**src/rtl/ctrl_bus_arb_pkg.sv**
```systemverilog
// Shared widths, defaults and FSM encoding for the control-bus arbiter.
package ctrl_bus_arb_pkg;

    localparam int          ADDR_W_DEF       = 21;
    localparam int          DATA_W_DEF       = 16;
    localparam logic [15:0] TIMEOUT_DATA_DEF = 16'hDEAD;

    typedef enum logic [1:0] {
        ST_IDLE   = 2'd0,
        ST_SETUP  = 2'd1,
        ST_ACCESS = 2'd2,
        ST_RESP   = 2'd3
    } arb_state_t;

endpackage

```
**src/rtl/ctrl_bus_rr_arb2.sv**
```systemverilog
// Combinational two-way round-robin picker; a tie goes to the requester that was not granted last.
module ctrl_bus_rr_arb2 (
    input  logic [1:0] req,
    input  logic       last_grant,
    output logic       gnt_idx,
    output logic       gnt_vld
);

    always_comb begin
        gnt_vld = |req;
        gnt_idx = 1'b0;
        case (req)
            2'b01:   gnt_idx = 1'b0;
            2'b10:   gnt_idx = 1'b1;
            2'b11:   gnt_idx = ~last_grant;
            default: gnt_idx = 1'b0;
        endcase
    end

endmodule

```
**src/rtl/ctrl_bus_arb.sv**
```systemverilog
// Two-requester round-robin arbiter driving a two-phase APB register bus, one transaction in flight.
// Define CTRL_BUS_ARB_TIMEOUT_EN to bound the access phase to TIMEOUT_CYC cycles.
module ctrl_bus_arb
    import ctrl_bus_arb_pkg::*;
#(
    parameter int                ADDR_W       = ADDR_W_DEF,
    parameter int                DATA_W       = DATA_W_DEF,
    parameter int                TIMEOUT_CYC  = 1024,
    parameter logic [DATA_W-1:0] TIMEOUT_DATA = DATA_W'(TIMEOUT_DATA_DEF)
) (
    input  logic              clk_200m,
    input  logic              rst_200m,
    input  logic              m0_psel,
    input  logic              m0_pwrite,
    input  logic [ADDR_W-1:0] m0_paddr,
    input  logic [DATA_W-1:0] m0_pwdata,
    output logic              m0_pready,
    output logic [DATA_W-1:0] m0_prdata,
    input  logic              m1_psel,
    input  logic              m1_pwrite,
    input  logic [ADDR_W-1:0] m1_paddr,
    input  logic [DATA_W-1:0] m1_pwdata,
    output logic              m1_pready,
    output logic [DATA_W-1:0] m1_prdata,
    output logic              s_psel,
    output logic              s_penable,
    output logic              s_pwrite,
    output logic [ADDR_W-1:0] s_paddr,
    output logic [DATA_W-1:0] s_pwdata,
    input  logic              s_pready,
    input  logic [DATA_W-1:0] s_prdata,
    output logic              arb_busy,
    output logic              arb_owner,
    output logic              timeout_err
);

    typedef struct packed {
        logic              pwrite;
        logic [ADDR_W-1:0] paddr;
        logic [DATA_W-1:0] pwdata;
    } req_t;

    arb_state_t        r_state, w_state_nxt;
    req_t              r_req, w_req_nxt, w_req_m0, w_req_m1;
    logic              r_owner, w_owner_nxt;
    logic              r_last_grant, w_last_nxt;
    logic              r_s_psel, w_psel_nxt;
    logic              r_s_penable, w_penable_nxt;
    logic [1:0]        r_pready, w_pready_nxt;
    logic [DATA_W-1:0] r_rdata, w_rdata_nxt;
    logic              r_busy, w_busy_nxt;
    logic              w_gnt_idx, w_gnt_vld;

`ifdef CTRL_BUS_ARB_TIMEOUT_EN
    localparam int CNT_W = $clog2(TIMEOUT_CYC + 1);
    logic [CNT_W-1:0] r_cnt, w_cnt_nxt;
    logic             r_to_err, w_to_err_nxt;
`else
    logic w_unused_timeout;
    assign w_unused_timeout = ^{TIMEOUT_DATA, 32'(TIMEOUT_CYC)};
`endif

    assign w_req_m0 = '{pwrite: m0_pwrite, paddr: m0_paddr, pwdata: m0_pwdata};
    assign w_req_m1 = '{pwrite: m1_pwrite, paddr: m1_paddr, pwdata: m1_pwdata};

    ctrl_bus_rr_arb2 u_rr_arb (
        .req        ({m1_psel, m0_psel}),
        .last_grant (r_last_grant),
        .gnt_idx    (w_gnt_idx),
        .gnt_vld    (w_gnt_vld)
    );

    always_comb begin
        w_state_nxt   = r_state;
        w_req_nxt     = r_req;
        w_owner_nxt   = r_owner;
        w_last_nxt    = r_last_grant;
        w_psel_nxt    = r_s_psel;
        w_penable_nxt = r_s_penable;
        w_pready_nxt  = 2'b00;
        w_rdata_nxt   = r_rdata;
`ifdef CTRL_BUS_ARB_TIMEOUT_EN
        w_cnt_nxt     = r_cnt;
        w_to_err_nxt  = 1'b0;
`endif
        case (r_state)
            ST_IDLE: begin
                if (w_gnt_vld) begin
                    w_req_nxt     = w_gnt_idx ? w_req_m1 : w_req_m0;
                    w_owner_nxt   = w_gnt_idx;
                    w_psel_nxt    = 1'b1;
                    w_penable_nxt = 1'b0;
                    w_state_nxt   = ST_SETUP;
                end
            end
            ST_SETUP: begin
                w_penable_nxt = 1'b1;
                w_state_nxt   = ST_ACCESS;
            end
            ST_ACCESS: begin
                // A ready arriving on the expiry cycle takes priority over the timeout.
                if (s_pready) begin
                    w_rdata_nxt   = s_prdata;
                    w_psel_nxt    = 1'b0;
                    w_penable_nxt = 1'b0;
                    w_pready_nxt  = r_owner ? 2'b10 : 2'b01;
                    w_state_nxt   = ST_RESP;
`ifdef CTRL_BUS_ARB_TIMEOUT_EN
                    w_cnt_nxt     = '0;
                end else if (r_cnt == CNT_W'(TIMEOUT_CYC - 1)) begin
                    w_rdata_nxt   = TIMEOUT_DATA;
                    w_psel_nxt    = 1'b0;
                    w_penable_nxt = 1'b0;
                    w_pready_nxt  = r_owner ? 2'b10 : 2'b01;
                    w_to_err_nxt  = 1'b1;
                    w_cnt_nxt     = '0;
                    w_state_nxt   = ST_RESP;
                end else begin
                    w_cnt_nxt     = r_cnt + CNT_W'(1);
`endif
                end
            end
            ST_RESP: begin
                w_last_nxt  = r_owner;
                w_state_nxt = ST_IDLE;
            end
            default: w_state_nxt = ST_IDLE;
        endcase
        w_busy_nxt = (w_state_nxt != ST_IDLE);
    end

    always_ff @(posedge clk_200m) begin
        if (rst_200m) begin
            r_state      <= ST_IDLE;
            r_req        <= '0;
            r_owner      <= 1'b0;
            r_last_grant <= 1'b1;
            r_s_psel     <= 1'b0;
            r_s_penable  <= 1'b0;
            r_pready     <= 2'b00;
            r_rdata      <= '0;
            r_busy       <= 1'b0;
`ifdef CTRL_BUS_ARB_TIMEOUT_EN
            r_cnt        <= '0;
            r_to_err     <= 1'b0;
`endif
        end else begin
            r_state      <= w_state_nxt;
            r_req        <= w_req_nxt;
            r_owner      <= w_owner_nxt;
            r_last_grant <= w_last_nxt;
            r_s_psel     <= w_psel_nxt;
            r_s_penable  <= w_penable_nxt;
            r_pready     <= w_pready_nxt;
            r_rdata      <= w_rdata_nxt;
            r_busy       <= w_busy_nxt;
`ifdef CTRL_BUS_ARB_TIMEOUT_EN
            r_cnt        <= w_cnt_nxt;
            r_to_err     <= w_to_err_nxt;
`endif
        end
    end

    assign s_psel    = r_s_psel;
    assign s_penable = r_s_penable;
    assign s_pwrite  = r_req.pwrite;
    assign s_paddr   = r_req.paddr;
    assign s_pwdata  = r_req.pwdata;
    assign m0_pready = r_pready[0];
    assign m1_pready = r_pready[1];
    assign m0_prdata = r_rdata;
    assign m1_prdata = r_rdata;
    assign arb_busy  = r_busy;
    assign arb_owner = r_owner;
`ifdef CTRL_BUS_ARB_TIMEOUT_EN
    assign timeout_err = r_to_err;
`else
    assign timeout_err = 1'b0;
`endif

endmodule
```
**config.mk**
```make
export PLATFORM = sky130hd
export DESIGN_NAME = ctrl_bus_arb
export DESIGN_NICKNAME = d
export VERILOG_FILES = /design/src/rtl/ctrl_bus_arb_pkg.sv /design/src/rtl/ctrl_bus_rr_arb2.sv /design/src/rtl/ctrl_bus_arb.sv
export SDC_FILE = /design/constraint.sdc
export NUM_CORES = 1
export LEC_CHECK = 0
export ABC_AREA = 1
export BUFFER_PORTS_ARGS = -buffer_cell sky130_fd_sc_hd__buf_2
export CORE_MARGIN = 2
export CORE_UTILIZATION = 44
export CTS_CLUSTER_DIAMETER = 150
export DETAILED_ROUTE_END_ITERATION = 12
export HOLD_SLACK_MARGIN = 0.03
export MAX_ROUTING_LAYER = met4
export PLACE_DENSITY = 0.8
export RECOVER_POWER = 25
export SYNTH_ARGS = -nofsm -noshare
export SYNTH_HDL_FRONTEND = slang
export SYNTH_HIERARCHICAL = 1
export SYNTH_SLANG_ARGS = --single-unit
export TNS_END_PERCENT = 1
```
**constraint.sdc**
```tcl
create_clock -name clk_200m -period 1.94 [get_ports clk_200m]
set_input_delay 0.097 -clock clk_200m [delete_from_list [all_inputs] [get_ports clk_200m]]
set_output_delay 0.097 -clock clk_200m [all_outputs]
set_load 0.02 [all_outputs]
```
# Word level (Yosys, flattened, before mapping)
# Cells that the tools add are included.
[word_totals]
ff_bits = 63
output_inout_bits = 77
word_cells = 42
[op_classes]
eq_ne = 7
mux = 11
bitwise_logic = 3
n_reduce_logical = 10
[op_table]
columns = ["cell", "n"]
rows = [
  ["two-way mux 38 bit", 1],
  ["equality test 2 bit (second input constant)", 4],
  ["one-hot mux 2 bit (4 select lines)", 1],
  ["two-way mux 2 bit", 3],
  ["AND reduction 3 bit", 2],
  ["one-hot mux 1 bit (2 select lines)", 2],
  ["AND reduction 2 bit", 2],
  ["nonzero test 2 bit", 2],
  ["two-way mux 1 bit", 3],
  ["NOT 1 bit", 3],
  ["one-hot mux 1 bit (3 select lines)", 1],
  ["nonzero test 3 bit", 1],
  ["OR reduction 3 bit", 1],
  ["equality test 2 x 1 -> 1 bit (second input constant)", 1],
  ["logical NOT 2 bit", 1],
  ["!= test 2 x 1 -> 1 bit (second input constant)", 1],
  ["!= test 2 bit (second input constant)", 1],
  ["OR reduction 2 bit", 1],
]

# Depth between registers and ports, before layout
# Gate-level depths: netlist of the first run.
[logic_depth]
ltp_word = 4
ltp_mapped = 9
ltp_nobuf = 8

# By module
# Netlist of the first run, hierarchy kept.
[modules_own_cells]
columns = ["mod", "n_inst", "cells_each", "area_each_um2", "seq_area_each_um2"]
rows = [
  ["ctrl_bus_arb", 1, 394, 3027.9, 1261.2],
  ["ctrl_bus_rr_arb2", 1, 3, 15.0, 0.0],
]

# Worst setup path after synthesis of the first run
# No wires, ideal clock.
[synth_path]
path_kind = "reg2reg"
startpoint = "register r_state[0]"
endpoint = "register r_req, in the netlist s_pwdata[5]"
arrival_time_ps = 1314
t_required_ps = 1824
path_slack_ps = 510
stages_incl_launch_ff = 9
path_buffers = 2
synth_period_minus_slack_ps = 1430
cell_sequence = "dfxtp_1 inv_1 ha_1 nand2_2 inv_2 buf_6 buf_6 o211ai_1 inv_1"
[synth_between]
elab_chain_cells = 2
[synth_lines]
columns = ["item", "line", "source"]
rows = [
  ["start, declared", "ctrl_bus_arb.sv:43", "arb_state_t r_state, w_state_nxt;"],
  ["start signal, assigned", "ctrl_bus_arb.sv:148", "r_state <= w_state_nxt;"],
  ["logical NOT 2 bit", "ctrl_bus_arb.sv:86", "case (r_state)"],
  ["AND reduction 2 bit (no source line)", "--", ""],
  ["end signal, assigned", "ctrl_bus_arb.sv:149", "r_req <= w_req_nxt;"],
  ["end, declared", "ctrl_bus_arb.sv:44", "req_t r_req, w_req_nxt, w_req_m0, w_req_m1;"],
]
# No other way between the ends.
# A chain may end at the register's enable or synchronous reset.

# Worst setup path in the final report of the first run
[layout_path]
startpoint = "register r_state[0]"
endpoint = "register r_req, in the netlist s_paddr[8]"
# Same word-level chain as after synthesis.

==> results of run 1 <==
-- worst max-delay path: stages (launching register included) --
cell      delay [ns]
dfxtp_1         0.35
inv_1           0.12
ha_1            0.27
nand2_2         0.11
inv_2           0.12
buf_12          0.21
nand3_1         0.10
o211ai_1        0.09
inv_1           0.05
-- power breakdown --
| group | total, mW | switching, mW | internal [mW] |
|---|---|---|---|
| clock network | 1.33 | 0.469 | 0.865 |
| registers | 1.71 | 0.163 | 1.55 |
| logic | 1.54 | 0.989 | 0.555 |
-- cells in the mapped netlist, types with 2 or more instances --
cell	number	area (um2)
buf_4	23	172.7
o211ai_2	10	125.1
a21oi_1	4	20.02
nand2_1	87	326.6
inv_2	5	18.77
nor2_1	35	131.4
clkbuf_1	5	18.77
buf_6	4	45.04
o211ai_1	28	210.2
nand3_2	10	100.1
ha_1	6	75.07
buf_2	8	40.04
inv_1	52	195.2
nor3_1	2	10.01
dfxtp_1	63	1261
nand3_1	29	145.1
o21ai_0	21	105.1
-- metrics by stage --
| stage | setup WS, ns | power, mW | cell area [um2] | hold WS [ns] | instances |
|---|---|---|---|---|---|
| floorplan | 0.5098 | 2.870 | 3043 | 0.1738 | 397 |
| global placement | 0.5044 | 3.262 | 3809 | 0.3262 | 615 |
| detailed placement | 0.4006 | 3.308 | 3809 | 0.3310 | 615 |
| CTS | 0.3661 | 4.680 | 4161 | 0.03331 | 642 |
| global route | 0.2284 | 4.873 | 4119 | 0.05031 | 642 |
| finish | 0.3879 | 4.592 | 4119 | 0.04583 | 642 |
-- placed cells by master, fill, tap and decap left out, types with 2 or more instances in the layout --
| cell type | count |
|---|---|
| ha_1 | 6 |
| inv_1 | 52 |
| nor3_1 | 2 |
| clkbuf_8 | 13 |
| buf_12 | 3 |
| o21ai_0 | 21 |
| buf_4 | 4 |
| bufinv_16 | 2 |
| clkbuf_1 | 35 |
| nand3_2 | 10 |
| nand2_1 | 87 |
| nor2_1 | 35 |
| dlygate4sd3_1 | 11 |
| o211ai_2 | 10 |
| nand3_1 | 29 |
| buf_2 | 138 |
| a21oi_1 | 3 |
| o211ai_1 | 28 |
| dfxtp_1 | 63 |
| inv_2 | 5 |
-- layout make-up --
cell class / count / area, um2
inverters: 57 / 214.0
fillers: 658 / 2638
well taps: 80 / 100.1
clock buffers: 14 / 182.7
clock inverters: 2 / 60.06
multi-input cells: 236 / 1282
repair buffers: 190 / 1018
flip-flops and latches: 63 / 1261
-- worst paths after layout --
| kind | slack [ns] | start | cells past startpoint | end |
|---|---|---|---|---|
| setup / recovery | 0.39 | r_state[0] | 8 | s_paddr[8] |
| hold / removal | 0.05 | s_prdata[2] | 3 | m0_prdata[2] |
| setup reg to reg | 0.39 | r_state[0] | 8 | s_paddr[8] |
| hold reg to reg | 0.49 | s_psel | 2 | s_psel |
-- flip-flops by register name, summed over array words and instances (netlist names), 2 cells and up --
register / flops
r_pready: 2
s_pwdata: 16
s_paddr: 21
m0_prdata: 16
r_state: 2
-- layer usage --
| metal | up-vias | share of wire, % |
|---|---|---|
| li1 | 1569 | - |
| met1 | 1349 | 42 |
| met2 | 135 | 50 |
| met3 | 9 | 7.1 |
| met4 | 0 | 1.5 |
| met5 | - | 0 |
-- cells by family (layout without fill, tap and decap cells) --
kind of cell | after synthesis | count (layout) | synth area share (%)
other | 1 | 1 | 0.1232
AO/OA/AOI/OAI | 63 | 63 | 15.13
adder cells (fa/ha/maj) | 6 | 6 | 2.467
flip-flops | 63 | 63 | 41.45
buffers and inverters | 98 | 263 | 16.78
AND/OR/NAND/NOR | 166 | 166 | 24.05
-- what timing repair did --
item,4_1_cts,5_1_grt
setup buffers,0,0
hold endpoints to repair,13,0
hold buffers,11,0
==> run metrics, run 1 <==
first-pass iteration count of the detailed router 4; Inserted Clock Buffers 9; die area 0.007597 mm2; clock sink total 63; Max Freq 0.6443 GHz; run status complete, no violations; Die Wd 87.16 um; total half-perimeter wirelength after legalization and detailed placement 5.449 mm; hold violation total from the final report 0; vias in the first global route 2733; final critical-path share of the clock period 80.00%; P_leak 2.250 nW; antenna violations before repair 0; total of flip-flops plus latches after synthesis 63; element type at the critical path start flop; critical path data required time 2.16 ns; depth of the CTS H-tree 3; combined area of all synthesized cells 0.003043 mm2; vias per std cell 4.769; EDFF count, synth 0; final standard cell utilization of the core 60.96%; Final min period 1.552 ns; via count 3062; endpoint arrival time on the critical path 1.77 ns; clock tree from TritonCTS yes; WL per Instance 11.76 um; headroom to the max-slew limit 59.80%; antenna cell count 0; fraction of registers with async set or reset after synthesis 0%; pin count of the biggest net entering global routing 39; unrepaired setup endpoints after global routing false; Cell variety after synth 22; quantity of I/O buffers inserted on ports 172; peak supply drop 0.4530 mV; grt peak-use layer met2; total congestion overflow 0; Setup Viol. Count Final 0; number of placed I/O pins 174; final-layout setup total negative slack 0 ns; antenna violation net count after detailed routing 0; post-cts repair resize count 0; Synth-to-Final Area Change 35.36%; sequential cell area fraction in the yosys report 41.45%; Core Box Area 0.006756 mm2; crit end category flop; GP Congestion 0.7867; leading register cell type out of synthesis dfxtp_1; clock slew at reported path FFs 0.06 ns; count of mapped cells out of synthesis 397; wire length of the first global-routing pass 11.69 mm; Starting Density 45.04%; worst-case clock skew 0.007803 ns; latest clock arrival within the worst-skew pair 0.33 ns; DR iter-0 viols 70; Final Routed Wirelength 7.548 mm; number of maximum-capacitance violations 0; Syn. warnings 6; met2 layer usage reported by global route 35.32%; height of the die 87.16 um; maximum count of clock buffers along a single path 2; worst slew pin tran 0.6021 ns; number of remaining DRC errors 0; root buffer cell clkbuf_8; power density over the cells 1115 mW/mm2; final layout net count 660; path class of the lowest-slack min-delay path in -> reg; grt met1 use 21.53%; post-synthesis net count 500; average cell area after synthesis 7.665 um2; critical setup path kind reg -> reg; number of max-slew violations in the final report 0; met3 usage in global routing 5.118%; floorplan row count 30; GRT Overall Usage 20.26%; share of post-route cells with drive strength above 1 33.27%; largest fanout of any net on the critical path 38
No activity file was read; power rests on OpenSTA's default activity.
==> run 2: changes to the inputs <==
--- a/config.mk
+++ b/config.mk
@@ -8,12 +8,12 @@
 export ABC_AREA = 1
 export BUFFER_PORTS_ARGS = -buffer_cell sky130_fd_sc_hd__buf_2
 export CORE_MARGIN = 2
-export CORE_UTILIZATION = 44
+export CORE_UTILIZATION = 40
 export CTS_CLUSTER_DIAMETER = 150
 export DETAILED_ROUTE_END_ITERATION = 12
 export HOLD_SLACK_MARGIN = 0.03
 export MAX_ROUTING_LAYER = met4
-export PLACE_DENSITY = 0.8
+export PLACE_DENSITY = 0.77
 export RECOVER_POWER = 25
 export SYNTH_ARGS = -nofsm -noshare
 export SYNTH_HDL_FRONTEND = slang
==> constraint.sdc (replaced) <==
create_clock -name clk_200m -period 1.3 [get_ports clk_200m]
set_input_delay 0.065 -clock clk_200m [delete_from_list [all_inputs] [get_ports clk_200m]]
set_output_delay 0.065 -clock clk_200m [all_outputs]
set_load 0.02 [all_outputs]
==> run 2 against run 1 <==
  * Flip-flop and latch count stayed put
  * Maximum frequency is 23% higher
  * Non-clock buffer count is 16 higher
  * Die area is 9.5% higher
  * Setup slack worse by 0.35 ns
  * Clock-buffer cell count is 4 lower
  * Global-route usage is 0.19 points higher
  * Critical path type unchanged
  * Critical endpoint is now s_paddr[19]
  * Largest power group is now combinational cells
==> run metrics, run 2 (synthesis gave the netlist of run 1 again) <==
clock tree from TritonCTS yes; unrepaired setup endpoints after global routing true; commonest non-fill, non-tap cell in the layout buf_2; GRT Overall Usage 20.45% (+0.19 points); number of flip-flops in the largest register 21 (unchanged); Inserted Clock Buffers 9 (unchanged); Setup Viol. Count Final 0 (unchanged); critical path data required time 1.53 ns (-0.63 ns); Max Freq 0.7930 GHz (+23%); final critical-path share of the clock period 97.00% (+17 points); number of maximum-capacitance violations 0 (unchanged); first-pass iteration count of the detailed router 4 (unchanged); pin count of the biggest net entering global routing 40 (+2.6%); antenna violation net count after detailed routing 0 (unchanged); vias per std cell 4.647 (-2.6%); path class of the lowest-slack min-delay path in -> reg; worst-case clock skew 0.009363 ns (+0.001561 ns); Die Wd 91.22 um (+4.7%); final layout net count 676 (+2.4%); Worst Reg2Reg Path Length in Cells 7 (-1); element type at the critical path start flop; number of cells in the design after placement 640 (+4.1%); Max stage delay cell, worst path dfxtp_2; maximum count of clock buffers along a single path 2 (unchanged); most frequent cells in the layout buf_2, nand2_1, dfxtp_1, inv_1, nor2_1; floorplan row count 31 (+3.3%); worst setup slack after placement -0.07218 ns (-0.4728 ns); peak supply drop 0.7499 mV (+66%); critical setup path kind reg -> reg; antenna cell count 0 (unchanged); Final Routed Wirelength 8.481 mm (+12%); clock sink total 63 (unchanged); height of the die 91.22 um (+4.7%); Synth-to-Final Area Change 44.70%; Core Box Area 0.007292 mm2 (+7.9%); share of post-route cells with drive strength above 1 36.33% (+3.1 points); setup slack of the critical path after layout 0.03903 ns (-0.3489 ns); clock slew at reported path FFs 0.08 ns (+0.02 ns); root buffer cell clkbuf_8; r2r startpoint r_state[0]; P_leak 2.359 nW (+4.9%); die area 0.008321 mm2 (+9.5%); crit end category flop; total half-perimeter wirelength after legalization and detailed placement 5.424 mm (-0.46%); cells traversed along the worst timing path inv_2 > ha_4 > nand2_8 > clkinv_8 > clkbuf_16 > o211ai_2 > inv_2; latest clock arrival within the worst-skew pair 0.33 ns (about the same); vias in the first global route 3054 (+12%); Critical Path Source r_state[0]; Critical Path End s_paddr[19]; DR iter-0 viols 137 (+96%); number of remaining DRC errors 0 (unchanged); WL per Instance 12.53 um (+6.6%); largest stage delay on the critical path 0.33 ns (-0.02 ns); depth of the CTS H-tree 3 (unchanged); Final min period 1.261 ns (-0.2911 ns); number of placed I/O pins 174 (unchanged); via count 3146 (+2.7%); hold violation total from the final report 0 (unchanged); largest fanout of any net on the critical path 9 (-76%); run status complete, no violations; Starting Density 41.73% (-3.3 points); power density over the cells 1613 mW/mm2 (+45%); worst flop-to-flop path endpoint s_paddr[19]; total congestion overflow 0 (unchanged); number of max-slew violations in the final report 0 (unchanged); register-to-register setup slack 0.04 ns (-0.35 ns); GP Congestion 0.8105 (+3.0%); most used cell along the critical path inv_2; post-route total power 7.103 mW (+55%); final-layout setup total negative slack 0 ns (unchanged); endpoint arrival time on the critical path 1.49 ns (-0.28 ns); fillcell total 691 (+5.0%); wire length of the first global-routing pass 13.60 mm (+16%); quantity of I/O buffers inserted on ports 172 (unchanged); Post-Layout Cell Count 677 (+5.5%); antenna violations before repair 0 (unchanged)
==> run 2: layout make-up <==
type / instances / area (um2) / share of cell area [%]
well taps: 99 / 123.9 / 2.813
clock inverters: 6 / 68.82 / 1.563
flip-flops and latches: 63 / 1264 / 28.70
inverters: 57 / 236.5 / 5.371
multi-input cells: 236 / 1334 / 30.29
clock buffers: 10 / 137.6 / 3.126
repair buffers: 206 / 1239 / 28.13
==> run 2: worst min path at each step <==
| stage | start | to | slack (ns) | cells past startpoint |
|---|---|---|---|---|
| floorplan | rst_200m | r_pready[0] | 0.14 | 1 |
| global placement | rst_200m | r_pready[0] | 0.31 | 2 |
| detailed placement | rst_200m | r_pready[0] | 0.31 | 2 |
| CTS | m1_paddr[2] | s_paddr[2] | 0.05 | 5 |
| global route | m0_pwdata[0] | s_pwdata[0] | 0.06 | 5 |
| finish | m0_paddr[15] | s_paddr[15] | 0.06 | 5 |
==> run 2: power breakdown <==
part | switching [mW] | total [mW] | internal [mW] | leakage (nW)
Combinational | 1.66 | 2.80 | 1.13 | 1.74
Clock | 0.813 | 1.76 | 0.947 | 0.103
Sequential | 0.231 | 2.55 | 2.32 | 0.521
Total | 2.71 | 7.10 | 4.40 | 2.36
==> run 2: through the flow <==
stage | hold slack (ns) | util, % | instance area (um2)
5_1_grt | 0.05823 | 60.38 | 4403
2_1_floorplan | 0.1418 | - | 3060
3_5_place_dp | 0.3086 | 53.24 | 3882
6_report | 0.05733 | 60.38 | 4403
3_3_place_gp | 0.3076 | 53.24 | 3882
4_1_cts | 0.04685 | 59.42 | 4333
==> run 2: per-layer routing <==
metal | part of all wire [%] | vias up | global-route usage, %
met1 | 42 | 1400 | 22.61
met5 | 0 | - | -
met4 | 2.1 | 0 | 8.838
li1 | - | 1604 | -
met2 | 49 | 125 | 35.62
met3 | 6.4 | 17 | 4.232
==> run 2: worst max-delay path: cells and delay by family (launching register included) <==
kind | cells | cell delay (ns)
flip-flops | 1 | 0.33
adder cells (fa/ha/maj) | 1 | 0.17
buffers and inverters | 4 | 0.37
AND/OR/NAND/NOR | 1 | 0.09
AO/OA/AOI/OAI | 1 | 0.18
==> run 2: what timing repair did <==
| item | in CTS | in global routing |
|---|---|---|
| hold buffers | 17 | 0 |
| setup buffers | 0 | 0 |
| resized for setup | 13 | 26 |
| pin swaps | 2 | 5 |
| endpoints found under the hold margin | 19 | 0 |
| cloned | 2 | 2 |
| setup endpoints to repair | 45 | 54 |
